$ cat src/rtl/adf_pkg.sv
// Shared ADF4351 definitions: sweep FSM states, REG0 field layout and register addresses.
// Also used by the init-register sequencer.
package adf_pkg;

  typedef enum logic [2:0] {
    S_IDLE,
    S_LOAD,
    S_WRITE,
    S_WAIT_DONE,
    S_SETTLE,
    S_WAIT_LOCK,
    S_DWELL,
    S_NEXT
  } sweep_state_t;

  // The low three bits of every ADF4351 word carry the register address.
  typedef enum logic [2:0] {
    ADF_R0 = 3'd0,
    ADF_R1 = 3'd1,
    ADF_R2 = 3'd2,
    ADF_R3 = 3'd3,
    ADF_R4 = 3'd4,
    ADF_R5 = 3'd5
  } adf_addr_t;

  localparam int         INT_W     = 16;
  localparam int         FRAC_W    = 12;
  localparam int         INT_LSB   = 15;
  localparam int         FRAC_LSB  = 3;
  localparam logic [2:0] REG0_CTRL = 3'b000;

  function automatic logic [31:0] reg0_word(input logic [INT_W-1:0]  int_val,
                                            input logic [FRAC_W-1:0] frac_val);
    return (32'(int_val) << INT_LSB) | (32'(frac_val) << FRAC_LSB) | 32'(REG0_CTRL);
  endfunction

endpackage

$ cat src/rtl/pll_sweep_sequencer_if.sv
// Write handshake between the sweep sequencer and the ADF4351 SPI serializer.
interface pll_sweep_sequencer_if;
  logic        adf_wen;
  logic [31:0] adf_wdata;
  logic        adf_done;

  modport master (output adf_wen, output adf_wdata, input adf_done);
  modport slave  (input adf_wen, input adf_wdata, output adf_done);
endinterface

$ cat src/rtl/sync_2ff.sv
// Generic two-flop synchronizer for asynchronous level inputs.
module sync_2ff #(
  parameter int DATA_W = 1
) (
  input  logic              CLK,
  input  logic              RST,
  input  logic [DATA_W-1:0] d,
  output logic [DATA_W-1:0] q
);

  logic [DATA_W-1:0] meta_p0;
  logic [DATA_W-1:0] sync_p1;

  always_ff @(posedge CLK) begin
    if (RST) begin
      meta_p0 <= '0;
      sync_p1 <= '0;
    end else begin
      meta_p0 <= d;
      sync_p1 <= meta_p0;
    end
  end

  assign q = sync_p1;

endmodule

$ cat src/rtl/pll_sweep_sequencer.sv
// Fractional-N frequency sweep for the ADF4351: one REG0 write per step, settle,
// wait for lock, then a dwell window for the ADC capture path.
module pll_sweep_sequencer
  import adf_pkg::*;
#(
  parameter int N_STEPS      = 16,
  parameter int SETTLE_CYC   = 4000,
  parameter int LOCK_TIMEOUT = 40000,
  parameter int DWELL_CYC    = 40000,
  parameter int IDX_W        = 8
) (
  input  logic                     CLK,
  input  logic                     RST,
  input  logic                     start,
  input  logic                     stop,
  input  logic                     continuous,
  input  logic [INT_W-1:0]         base_int,
  input  logic [FRAC_W-1:0]        base_frac,
  input  logic [FRAC_W-1:0]        step_frac,
  input  logic [FRAC_W-1:0]        mod,
  pll_sweep_sequencer_if.master    adf,
  input  logic                     lock_det,
  output logic                     busy,
  output logic                     dwell,
  output logic [IDX_W-1:0]         step_idx,
  output logic                     lock_err,
  output logic                     sweep_done
);

  localparam int CNT_MAX0 = (SETTLE_CYC > LOCK_TIMEOUT) ? SETTLE_CYC : LOCK_TIMEOUT;
  localparam int CNT_MAX  = (CNT_MAX0 > DWELL_CYC) ? CNT_MAX0 : DWELL_CYC;
  localparam int CNT_W    = (CNT_MAX > 2) ? $clog2(CNT_MAX) : 1;

  localparam logic [CNT_W-1:0] SETTLE_LD  = CNT_W'(SETTLE_CYC - 1);
  localparam logic [CNT_W-1:0] TIMEOUT_LD = CNT_W'(LOCK_TIMEOUT - 1);
  localparam logic [CNT_W-1:0] DWELL_LD   = CNT_W'(DWELL_CYC - 1);
  localparam logic [IDX_W-1:0] LAST_IDX   = IDX_W'(N_STEPS - 1);

  // Advance FRAC by one step; a carry past MOD rolls into INT (16-bit wrap).
  function automatic logic [INT_W+FRAC_W-1:0] next_freq(input logic [INT_W-1:0]  int_val,
                                                        input logic [FRAC_W-1:0] frac_val,
                                                        input logic [FRAC_W-1:0] inc,
                                                        input logic [FRAC_W-1:0] modulus);
    logic [FRAC_W:0] frac_sum;
    frac_sum = {1'b0, frac_val} + {1'b0, inc};
    if (frac_sum >= {1'b0, modulus})
      return {int_val + INT_W'(1), FRAC_W'(frac_sum - {1'b0, modulus})};
    return {int_val, frac_sum[FRAC_W-1:0]};
  endfunction

  sweep_state_t      state;
  logic [CNT_W-1:0]  cnt;
  logic [INT_W-1:0]  lat_int;
  logic [FRAC_W-1:0] lat_frac;
  logic [FRAC_W-1:0] lat_step;
  logic [FRAC_W-1:0] lat_mod;
  logic [INT_W-1:0]  cur_int;
  logic [FRAC_W-1:0] cur_frac;
  logic              stop_pend;
  logic              wen_r;
  logic [31:0]       wdata_r;
  logic              lock_s;

  sync_2ff #(.DATA_W(1)) u_lock_sync (
    .CLK (CLK),
    .RST (RST),
    .d   (lock_det),
    .q   (lock_s)
  );

  always_ff @(posedge CLK) begin
    if (RST) begin
      state      <= S_IDLE;
      cnt        <= '0;
      lat_int    <= '0;
      lat_frac   <= '0;
      lat_step   <= '0;
      lat_mod    <= '0;
      cur_int    <= '0;
      cur_frac   <= '0;
      stop_pend  <= 1'b0;
      wen_r      <= 1'b0;
      wdata_r    <= '0;
      dwell      <= 1'b0;
      step_idx   <= '0;
      lock_err   <= 1'b0;
      sweep_done <= 1'b0;
    end else begin
      wen_r      <= 1'b0;
      sweep_done <= 1'b0;
      case (state)
        S_IDLE: begin
          if (start && !stop) begin
            lat_int   <= base_int;
            lat_frac  <= base_frac;
            lat_step  <= step_frac;
            lat_mod   <= mod;
            cur_int   <= base_int;
            cur_frac  <= base_frac;
            lock_err  <= 1'b0;
            step_idx  <= '0;
            stop_pend <= 1'b0;
            state     <= S_LOAD;
          end
        end
        S_LOAD: begin
          if (stop) begin
            state <= S_IDLE;
          end else begin
            wdata_r <= reg0_word(cur_int, cur_frac);
            wen_r   <= 1'b1;
            state   <= S_WRITE;
          end
        end
        S_WRITE: begin
          if (stop) stop_pend <= 1'b1;
          state <= S_WAIT_DONE;
        end
        // An SPI transfer in flight is never cut short; a stop is held until done.
        S_WAIT_DONE: begin
          if (adf.adf_done) begin
            if (stop || stop_pend) begin
              stop_pend <= 1'b0;
              state     <= S_IDLE;
            end else begin
              cnt   <= SETTLE_LD;
              state <= S_SETTLE;
            end
          end else if (stop) begin
            stop_pend <= 1'b1;
          end
        end
        S_SETTLE: begin
          if (stop) begin
            state <= S_IDLE;
          end else if (cnt == '0) begin
            cnt   <= TIMEOUT_LD;
            state <= S_WAIT_LOCK;
          end else begin
            cnt <= cnt - CNT_W'(1);
          end
        end
        S_WAIT_LOCK: begin
          if (stop) begin
            state <= S_IDLE;
          end else if (lock_s) begin
            cnt   <= DWELL_LD;
            dwell <= 1'b1;
            state <= S_DWELL;
          end else if (cnt == '0) begin
            lock_err <= 1'b1;
            state    <= S_NEXT;
          end else begin
            cnt <= cnt - CNT_W'(1);
          end
        end
        S_DWELL: begin
          if (stop) begin
            dwell <= 1'b0;
            state <= S_IDLE;
          end else if (cnt == '0) begin
            dwell <= 1'b0;
            state <= S_NEXT;
          end else begin
            cnt <= cnt - CNT_W'(1);
          end
        end
        S_NEXT: begin
          if (stop) begin
            state <= S_IDLE;
          end else if (step_idx < LAST_IDX) begin
            {cur_int, cur_frac} <= next_freq(cur_int, cur_frac, lat_step, lat_mod);
            step_idx <= step_idx + IDX_W'(1);
            state    <= S_LOAD;
          end else begin
            sweep_done <= 1'b1;
            if (continuous) begin
              cur_int  <= lat_int;
              cur_frac <= lat_frac;
              step_idx <= '0;
              state    <= S_LOAD;
            end else begin
              {cur_int, cur_frac} <= next_freq(cur_int, cur_frac, lat_step, lat_mod);
              state <= S_IDLE;
            end
          end
        end
        default: state <= S_IDLE;
      endcase
    end
  end

  assign busy          = (state != S_IDLE);
  assign adf.adf_wen   = wen_r;
  assign adf.adf_wdata = wdata_r;

endmodule
$ cat src/flat_wrapper.sv
// flat-port wrapper written by rule: the top's interface ports become plain ports
module pll_sweep_sequencer_flat import adf_pkg::*;
#(
  parameter int N_STEPS      = 16,
  parameter int SETTLE_CYC   = 4000,
  parameter int LOCK_TIMEOUT = 40000,
  parameter int DWELL_CYC    = 40000,
  parameter int IDX_W        = 8
)
  (CLK, RST, start, stop, continuous, base_int, base_frac, step_frac, mod, lock_det, busy, dwell, step_idx, lock_err, sweep_done, adf_adf_wen, adf_adf_wdata, adf_adf_done);
  pll_sweep_sequencer_if adf_i ();
  input  logic CLK;
  input  logic RST;
  input  logic start;
  input  logic stop;
  input  logic continuous;
  input  logic [INT_W-1:0] base_int;
  input  logic [FRAC_W-1:0] base_frac;
  input  logic [FRAC_W-1:0] step_frac;
  input  logic [FRAC_W-1:0] mod;
  input  logic lock_det;
  output logic busy;
  output logic dwell;
  output logic [IDX_W-1:0] step_idx;
  output logic lock_err;
  output logic sweep_done;
  output wire logic [$bits(adf_i.adf_wen)-1:0] adf_adf_wen;
  output wire logic [$bits(adf_i.adf_wdata)-1:0] adf_adf_wdata;
  input wire logic [$bits(adf_i.adf_done)-1:0] adf_adf_done;
  assign adf_adf_wen = adf_i.adf_wen;
  assign adf_adf_wdata = adf_i.adf_wdata;
  assign adf_i.adf_done = adf_adf_done;
  pll_sweep_sequencer #(.N_STEPS(N_STEPS), .SETTLE_CYC(SETTLE_CYC), .LOCK_TIMEOUT(LOCK_TIMEOUT), .DWELL_CYC(DWELL_CYC), .IDX_W(IDX_W)) u_core (.CLK(CLK), .RST(RST), .start(start), .stop(stop), .continuous(continuous), .base_int(base_int), .base_frac(base_frac), .step_frac(step_frac), .mod(mod), .adf(adf_i), .lock_det(lock_det), .busy(busy), .dwell(dwell), .step_idx(step_idx), .lock_err(lock_err), .sweep_done(sweep_done));
endmodule
$ cat config.mk
export PLATFORM = sky130hd
export DESIGN_NAME = pll_sweep_sequencer_flat
export DESIGN_NICKNAME = d
export VERILOG_FILES = /design/src/rtl/adf_pkg.sv /design/src/rtl/pll_sweep_sequencer_if.sv /design/src/rtl/sync_2ff.sv /design/src/rtl/pll_sweep_sequencer.sv /design/src/flat_wrapper.sv
export SDC_FILE = /design/constraint.sdc
export NUM_CORES = 1
export LEC_CHECK = 0
export CELL_PAD_IN_SITES_DETAIL_PLACEMENT = 0
export CELL_PAD_IN_SITES_GLOBAL_PLACEMENT = 1
export CORE_MARGIN = 4
export CORE_UTILIZATION = 40
export DETAILED_ROUTE_END_ITERATION = 8
export PLACE_DENSITY = 0.79
export SLEW_MARGIN = 20
export SYNTH_ARGS = -nofsm -noshare
export SYNTH_HDL_FRONTEND = slang
export SYNTH_SLANG_ARGS = --single-unit
$ cat constraint.sdc
create_clock -name CLK -period 5.4 [get_ports CLK]
set_clock_uncertainty 0.2 [all_clocks]
set_input_delay 1.08 -clock CLK [delete_from_list [all_inputs] [get_ports CLK]]
set_output_delay 1.08 -clock CLK [all_outputs]
set_load 0.01 [all_outputs]
==> impl_metrics.csv, run 1 <==
group,metric,value,unit
yosys,async_reset_ff_share,0,%
global_route,grt_util_all_layers,20.9,%
route,avgRoutedWirePerCell,17.0,um
timing,rsz0062_at_grt,"no",
place,dp_cells,1293,
timing,setup_viol_count_final,0,
run_status,status,"complete, no violations",
job,maxCapViolCount,0,
power_and_ir_drop,swShare,28.6,%
yosys,synth_top_cell_by_area,"dfxtp_1",
route,met1Wirelength,10400,um
cells_and_area,drive_gt1_share,5.77,%
clocking,numCtsBuffers,17,
yosys,yosysMostFrequentCell,"nand2_1",
yosys,syn_inst,1019,
timing,finalCritPeriodShare,87.8,%
yosys,netlist_top_cells_count,"nand2_1 (224), a21oi_1 (149), dfxtp_1 (142), nor2_1 (60), clkbuf_1 (59)",
timing,hold_viol,0,
timing,tns,0,ns
critical_path,crit_path_end_kind,"flop",
route,num_vias,7410,
yosys,yosys_warnings,0,
power_and_ir_drop,pwr-share-clk,42.7,%
yosys,ys_seq_area_share,37.3,%
cells_and_area,fin_area,9360,um^2
power_and_ir_drop,p_leak,3.42,nW
clocking,cts_setup_buffers,0,
power_and_ir_drop,power_frac_seq,37.4,%
yosys,synth.top_cell.area_share,37.3,%
place,place_area,8710,um^2
yosys,avgSynthCellArea,7.49,um^2
yosys,ys_ff_latch,142,
place,hpwl,15400,um
route,postRouteAntennaNets,0,
power_and_ir_drop,p_sw,0.868,mW
global_route,antenna_found_initial,0,
cells_and_area,final_nets,1168,
route,drt_iter0_drc,482,
yosys,synth_xor_area_share,2.30,%
global_route,grt_pass1_vias,6939,
clocking,cts_resized,0,
clocking,clk_transition_reported_paths,0.06,ns
route,drc,0,
yosys,synth-simple-area-share,24.4,%
yosys,yosys-top-cells-area,"dfxtp_1 (37%), nand2_1 (11%), a21oi_1 (9.8%)",
timing,holdWs,0.244,ns
die,die_w,146,um
clocking,cts.htree.levels,4,
route,wl_met3,1120,um
yosys,synth_top_family_by_area,"compound AO/OA/AOI/OAI gates",
clocking,cts_tree,"done",
die,io-pin-count,104,
yosys,synth-compound-area-share,24.9,%
clocking,insertion_delay,0.43,ns
global_route,overflow,0,
yosys,synth_area,7630,um^2
clocking,max-clock-path-buffers,2,
timing,setup_slack,0.656,ns
power_and_ir_drop,power.density,324,nW/um^2
clocking,cts-root-buf,"clkbuf_16",
timing,slew_viol_final,0,
cells_and_area,instances_no_fill,1325,
timing,min_period,4.74,ns
yosys,synth_edf_count,0,
route,wl,22600,um
critical_path,reg2regPathDepth,16,
global_route,grt_max_degree,63,
worst_hold_path,min_path_type,"reg2reg",
route,topRoutingLayerUsed,"met4",
timing,slew_headroom,28.0,%
yosys,ys.flop_type,"dfxtp_1",
yosys,synth.mux.area_fraction,0.426,%
global_route,grt_pass1_wl,36500,um
clocking,ctsHoldBuffers,0,
yosys,synth_fa_ha_area_share,5.28,%
critical_path,startpoint_type,"flop",
die,start_util,40.8,%
die,rows,50,
power_and_ir_drop,p_comb_share,19.9,%
die,die_y,146,um
route,drtPass1Iterations,5,
worst_hold_path,whs_path_depth,1,
power_and_ir_drop,vdd_ir_drop_max,0.234,mV
route,route.met2.wl,10600,um
place,gp_congestion,0.851,
cells_and_area,areaGrowthSynthToFinish,22.7,%
die,core,18700,um^2
timing,worst_pin_slew,1.08,ns
place,port_buffers,99,
critical_path,critPathKind,"reg2reg",
timing,fmax,211,MHz
critical_path,cp_data_required_time,5.47,ns
die,dieArea,21300,um^2
clocking,cts_sinks,142,
critical_path,arrival,4.82,ns
route,via_per_inst,5.59,
cells_and_area,num_antenna_cells,0,
power_and_ir_drop,p_int,2.17,mW
critical_path,path_max_fanout,11,
place,pre_cts_ws,0.737,ns
yosys,ys_types,76,
==> layout by cell type, fill, tap and decap left out, types with 12 or more instances in the layout <==
master	n
and3_1	15
ha_1	29
nand3_1	29
clkdlybuf4s50_1	98
nor3_1	26
dfxtp_1	142
nand2_1	224
a21oi_1	149
nor2_1	59
inv_1	26
buf_4	12
clkbuf_16	17
o21ai_0	42
xnor2_1	12
a31oi_1	17
==> worst max-delay path, stage by stage, from the launching register on <==
cell	delay, ns
dfxtp_1	0.32
ha_1	0.22
fa_1	0.43
a211oi_1	0.27
o21ai_0	0.21
a31oi_1	0.27
o21ai_0	0.11
a21oi_1	0.18
xnor2_1	0.11
ha_1	0.39
and3_1	0.21
nand3_1	0.10
o211ai_1	0.86
buf_4	0.35
nand2_1	0.09
o21ai_0	0.17
a311oi_1	0.10
==> per-layer routing <==
layer,track usage (%),vias to the layer above
li1,-,3734
met1,27.7,3461
met2,34.7,189
met3,4.13,26
met4,6.07,0
met5,0,-
==> power by group through the flow <==
stage	clock network, mW	registers [mW]	logic, mW
2_1_floorplan	0	1.14	0.433
3_3_place_gp	0	1.16	0.593
3_5_place_dp	0	1.16	0.596
4_1_cts	1.32	1.14	0.601
5_1_grt	1.35	1.14	0.672
6_report	1.30	1.14	0.603
==> final timing paths <==
check,start,slack (ns),endpoint
setup reg to reg,u_core.cur_frac[0]$_SDFFE_PP0P_,0.66,u_core.cur_int[13]$_SDFFE_PP0P_
setup / recovery,u_core.cur_frac[0]$_SDFFE_PP0P_,0.66,u_core.cur_int[13]$_SDFFE_PP0P_
hold reg to reg,u_core.u_lock_sync.meta_p0$_SDFF_PP0_,0.24,u_core.u_lock_sync.q$_SDFF_PP0_
hold / removal,u_core.u_lock_sync.meta_p0$_SDFF_PP0_,0.24,u_core.u_lock_sync.q$_SDFF_PP0_
==> cells by family (layout without fill, tap and decap cells) <==
| logic type | count (synthesis) | after routing |
|---|---|---|
| XOR/XNOR | 20 | 20 |
| adder cells (fa/ha/maj) | 31 | 31 |
| other | 1 | 4 |
| AO/OA/AOI/OAI | 308 | 308 |
| flip-flops | 142 | 142 |
| buffers and inverters | 100 | 169 |
| AND/OR/NAND/NOR | 414 | 414 |
| multiplexers | 3 | 3 |
==> metrics by stage <==
stage | utilization, % | power (mW)
global route | 50.0 | 3.17
finish | 50.0 | 3.04
floorplan | - | 1.57
global placement | 46.5 | 1.75
CTS | 50.0 | 3.05
detailed placement | 46.5 | 1.75
==> registers in the layout, indices dropped and copies added, names as in the netlist, 3 cells and up <==
register	count
u_core.adf.adf_wdata	28
u_core.cnt	16
u_core.cur_int	16
u_core.lat_int	16
u_core.cur_frac	12
u_core.lat_frac	12
u_core.lat_mod	12
u_core.lat_step	12
u_core.step_idx	8
u_core.state	3
==> layout make-up <==
class / count / area, um^2
inverter: 27 / 101
clock inverter: 10 / 158
clock buffer: 22 / 494
sequential: 142 / 2840
multi-input combinational: 780 / 4400
tap: 234 / 293
timing repair buffer: 110 / 1070
fill: 1861 / 9350
Note: power is estimated with default switching activity, not from simulation.
==> run 2: changes to the inputs <==
--- a/config.mk
+++ b/config.mk
@@ -15,3 +15,4 @@
 export SYNTH_ARGS = -nofsm -noshare
 export SYNTH_HDL_FRONTEND = slang
 export SYNTH_SLANG_ARGS = --single-unit
+export TNS_END_PERCENT = 50
==> results of run 2 <==
No change in the layout: final DEF, timing and power equal those of run 1.
==> run 3: changes to the inputs <==
--- a/config.mk
+++ b/config.mk
@@ -10,7 +10,7 @@
 export CORE_MARGIN = 4
 export CORE_UTILIZATION = 40
 export DETAILED_ROUTE_END_ITERATION = 8
-export PLACE_DENSITY = 0.79
+export PLACE_DENSITY_LB_ADDON = 0.08
 export SLEW_MARGIN = 20
 export SYNTH_ARGS = -nofsm -noshare
 export SYNTH_HDL_FRONTEND = slang
==> run 3 against run 2 <==
- critical endpoint is now u_core.cur_int[2]$_SDFFE_PP0P_
- first-iteration DRC count decreased by 18%
- non-clock buffer count unchanged
- clock-buffer cell count shrank 4
- hold slack got worse by 0.0052 ns
- final cell count stayed put
- core utilization is 0.47 points lower
- sequential power is essentially flat
- combinational power rose by 1%
- critical path type unchanged
- largest power group is now sequential cells
==> impl_metrics.csv, run 3 (synthesis gave the netlist of run 1 again) <==
group,metric,value,unit
global_route,grt_pass1_wl,36900,um
cells_and_area,largest_reg_flops,28,
route,num_vias,7397,
route,drtPass1Iterations,5,
place,gp_congestion,0.883,
clocking,cts_resized,0,
die,io-pin-count,104,
route,postRouteAntennaNets,0,
die,die_y,146,um
cells_and_area,final_util,49.6,%
clocking,cts.htree.levels,4,
timing,slew_viol_final,0,
clocking,cts-root-buf,"clkbuf_16",
route,drt_iter0_drc,394,
timing,rsz0062_at_grt,"no",
global_route,grt_pass1_vias,6872,
timing,worst_pin_slew,1.03,ns
cells_and_area,final_cell_mix,"nand2_1 (224), a21oi_1 (149), dfxtp_1 (142)",
clocking,cts_tree,"done",
global_route,overflow,0,
cells_and_area,final_nets,1168,
clocking,max-clock-path-buffers,2,
critical_path,crit_path_end_kind,"flop",
clocking,ctsHoldBuffers,0,
critical_path,startpoint_type,"flop",
cells_and_area,final_common_cell,"nand2_1",
critical_path,cpPeakStageDelay,0.44,ns
global_route,grt_util_all_layers,21.2,%
clocking,insertion_delay,0.43,ns
route,avgRoutedWirePerCell,17.2,um
die,dieArea,21300,um^2
timing,slew_headroom,30.7,%
timing,finalCritPeriodShare,86.4,%
timing,tns,0,ns
timing,min_period,4.67,ns
place,port_buffers,99,
die,start_util,40.8,%
critical_path,critPathKind,"reg2reg",
timing,hold_viol,0,
die,core,18700,um^2
route,wl,22800,um
route,drc,0,
critical_path,cp_data_required_time,5.52,ns
power_and_ir_drop,finalPower,2.88,mW
critical_path,cp_cell_sequence,"ha_1, fa_1, a211oi_1, o21ai_0, a31oi_1, o21ai_0, a21oi_1, xnor2_1, ha_1, a21oi_1, o221ai_1, a31oi_1, o211a_2, a21oi_2, o21a_1, o221a_2",
global_route,grt_max_degree,77,
critical_path,arrival,4.78,ns
clocking,cts_sinks,142,
timing,holdWs,0.238,ns
route,via_per_inst,5.58,
timing,fmax,214,MHz
clocking,numCtsBuffers,17,
clocking,cts_setup_buffers,0,
worst_hold_path,whs_path_depth,1,
job,maxCapViolCount,0,
global_route,antenna_found_initial,0,
worst_hold_path,min_path_type,"reg2reg",
die,die_w,146,um
cells_and_area,drive_gt1_share,5.87,%
critical_path,reg2regPathDepth,16,
power_and_ir_drop,power.density,310,nW/um^2
cells_and_area,areaGrowthSynthToFinish,21.5,%
critical_path,path_max_fanout,18,
critical_path,critPathSlowestCell,"fa_1",
power_and_ir_drop,vdd_ir_drop_max,0.226,mV
run_status,status,"complete, no violations",
timing,setup_viol_count_final,0,
place,hpwl,15700,um
power_and_ir_drop,p_leak,3.38,nW
cells_and_area,num_antenna_cells,0,
clocking,clk_transition_reported_paths,0.07,ns
die,rows,50,
[run 3: critical path, delay by kind of cell, from the launching register on]
kind,cells,cell delay (ns)
xor gates and xnor gates,1,0.18
AOI/OAI and AO/OA,12,2.80
adders and majority gates,3,1.01
DFF,1,0.33
[run 3: routing by layer]
metal,global-route usage (%),routed length [um],share of wire (%)
met5,0,0,0
met4,6.96,532,2.3
met3,3.45,875,3.8
met2,35.0,10600,47
met1,28.5,10800,47
[run 3: area by class of cell]
cell class,instances,area [um^2]
timing repair buffer,110,1070
tap,234,293
multi-input combinational,780,4400
clock buffer,18,439
clock inverter,14,123
inverter,27,101
fill,1885,9430
sequential,142,2840
[run 3: stage by stage]
step / std cells / setup WS [ns] / instance area, um^2
after floorplan: 1022 / 1.36 / 7640
after global placement: 1293 / 0.881 / 8710
after detailed placement: 1293 / 0.775 / 8710
after CTS: 1325 / 0.755 / 9270
after global routing: 1325 / 0.395 / 9270
final: 1325 / 0.735 / 9270
[run 3: report_power, final]
group          switching [mW]  total [mW]  leakage [nW]  internal (mW)
Clock                   0.512        1.13         0.276          0.616
Combinational           0.369       0.612          1.95          0.244
Sequential             0.0450        1.14          1.15           1.09
Total                   0.926        2.88          3.38           1.95
[run 3: path summary, 6_finish.rpt]
check / from / endpoint / slack [ns]
hold reg to reg: u_core.u_lock_sync.meta_p0$_SDFF_PP0_ / u_core.u_lock_sync.q$_SDFF_PP0_ / 0.24
hold / removal: u_core.u_lock_sync.meta_p0$_SDFF_PP0_ / u_core.u_lock_sync.q$_SDFF_PP0_ / 0.24
setup reg to reg: u_core.cur_frac[0]$_SDFFE_PP0P_ / u_core.cur_int[2]$_SDFFE_PP0P_ / 0.73
setup / recovery: u_core.cur_frac[0]$_SDFFE_PP0P_ / u_core.cur_int[2]$_SDFFE_PP0P_ / 0.73
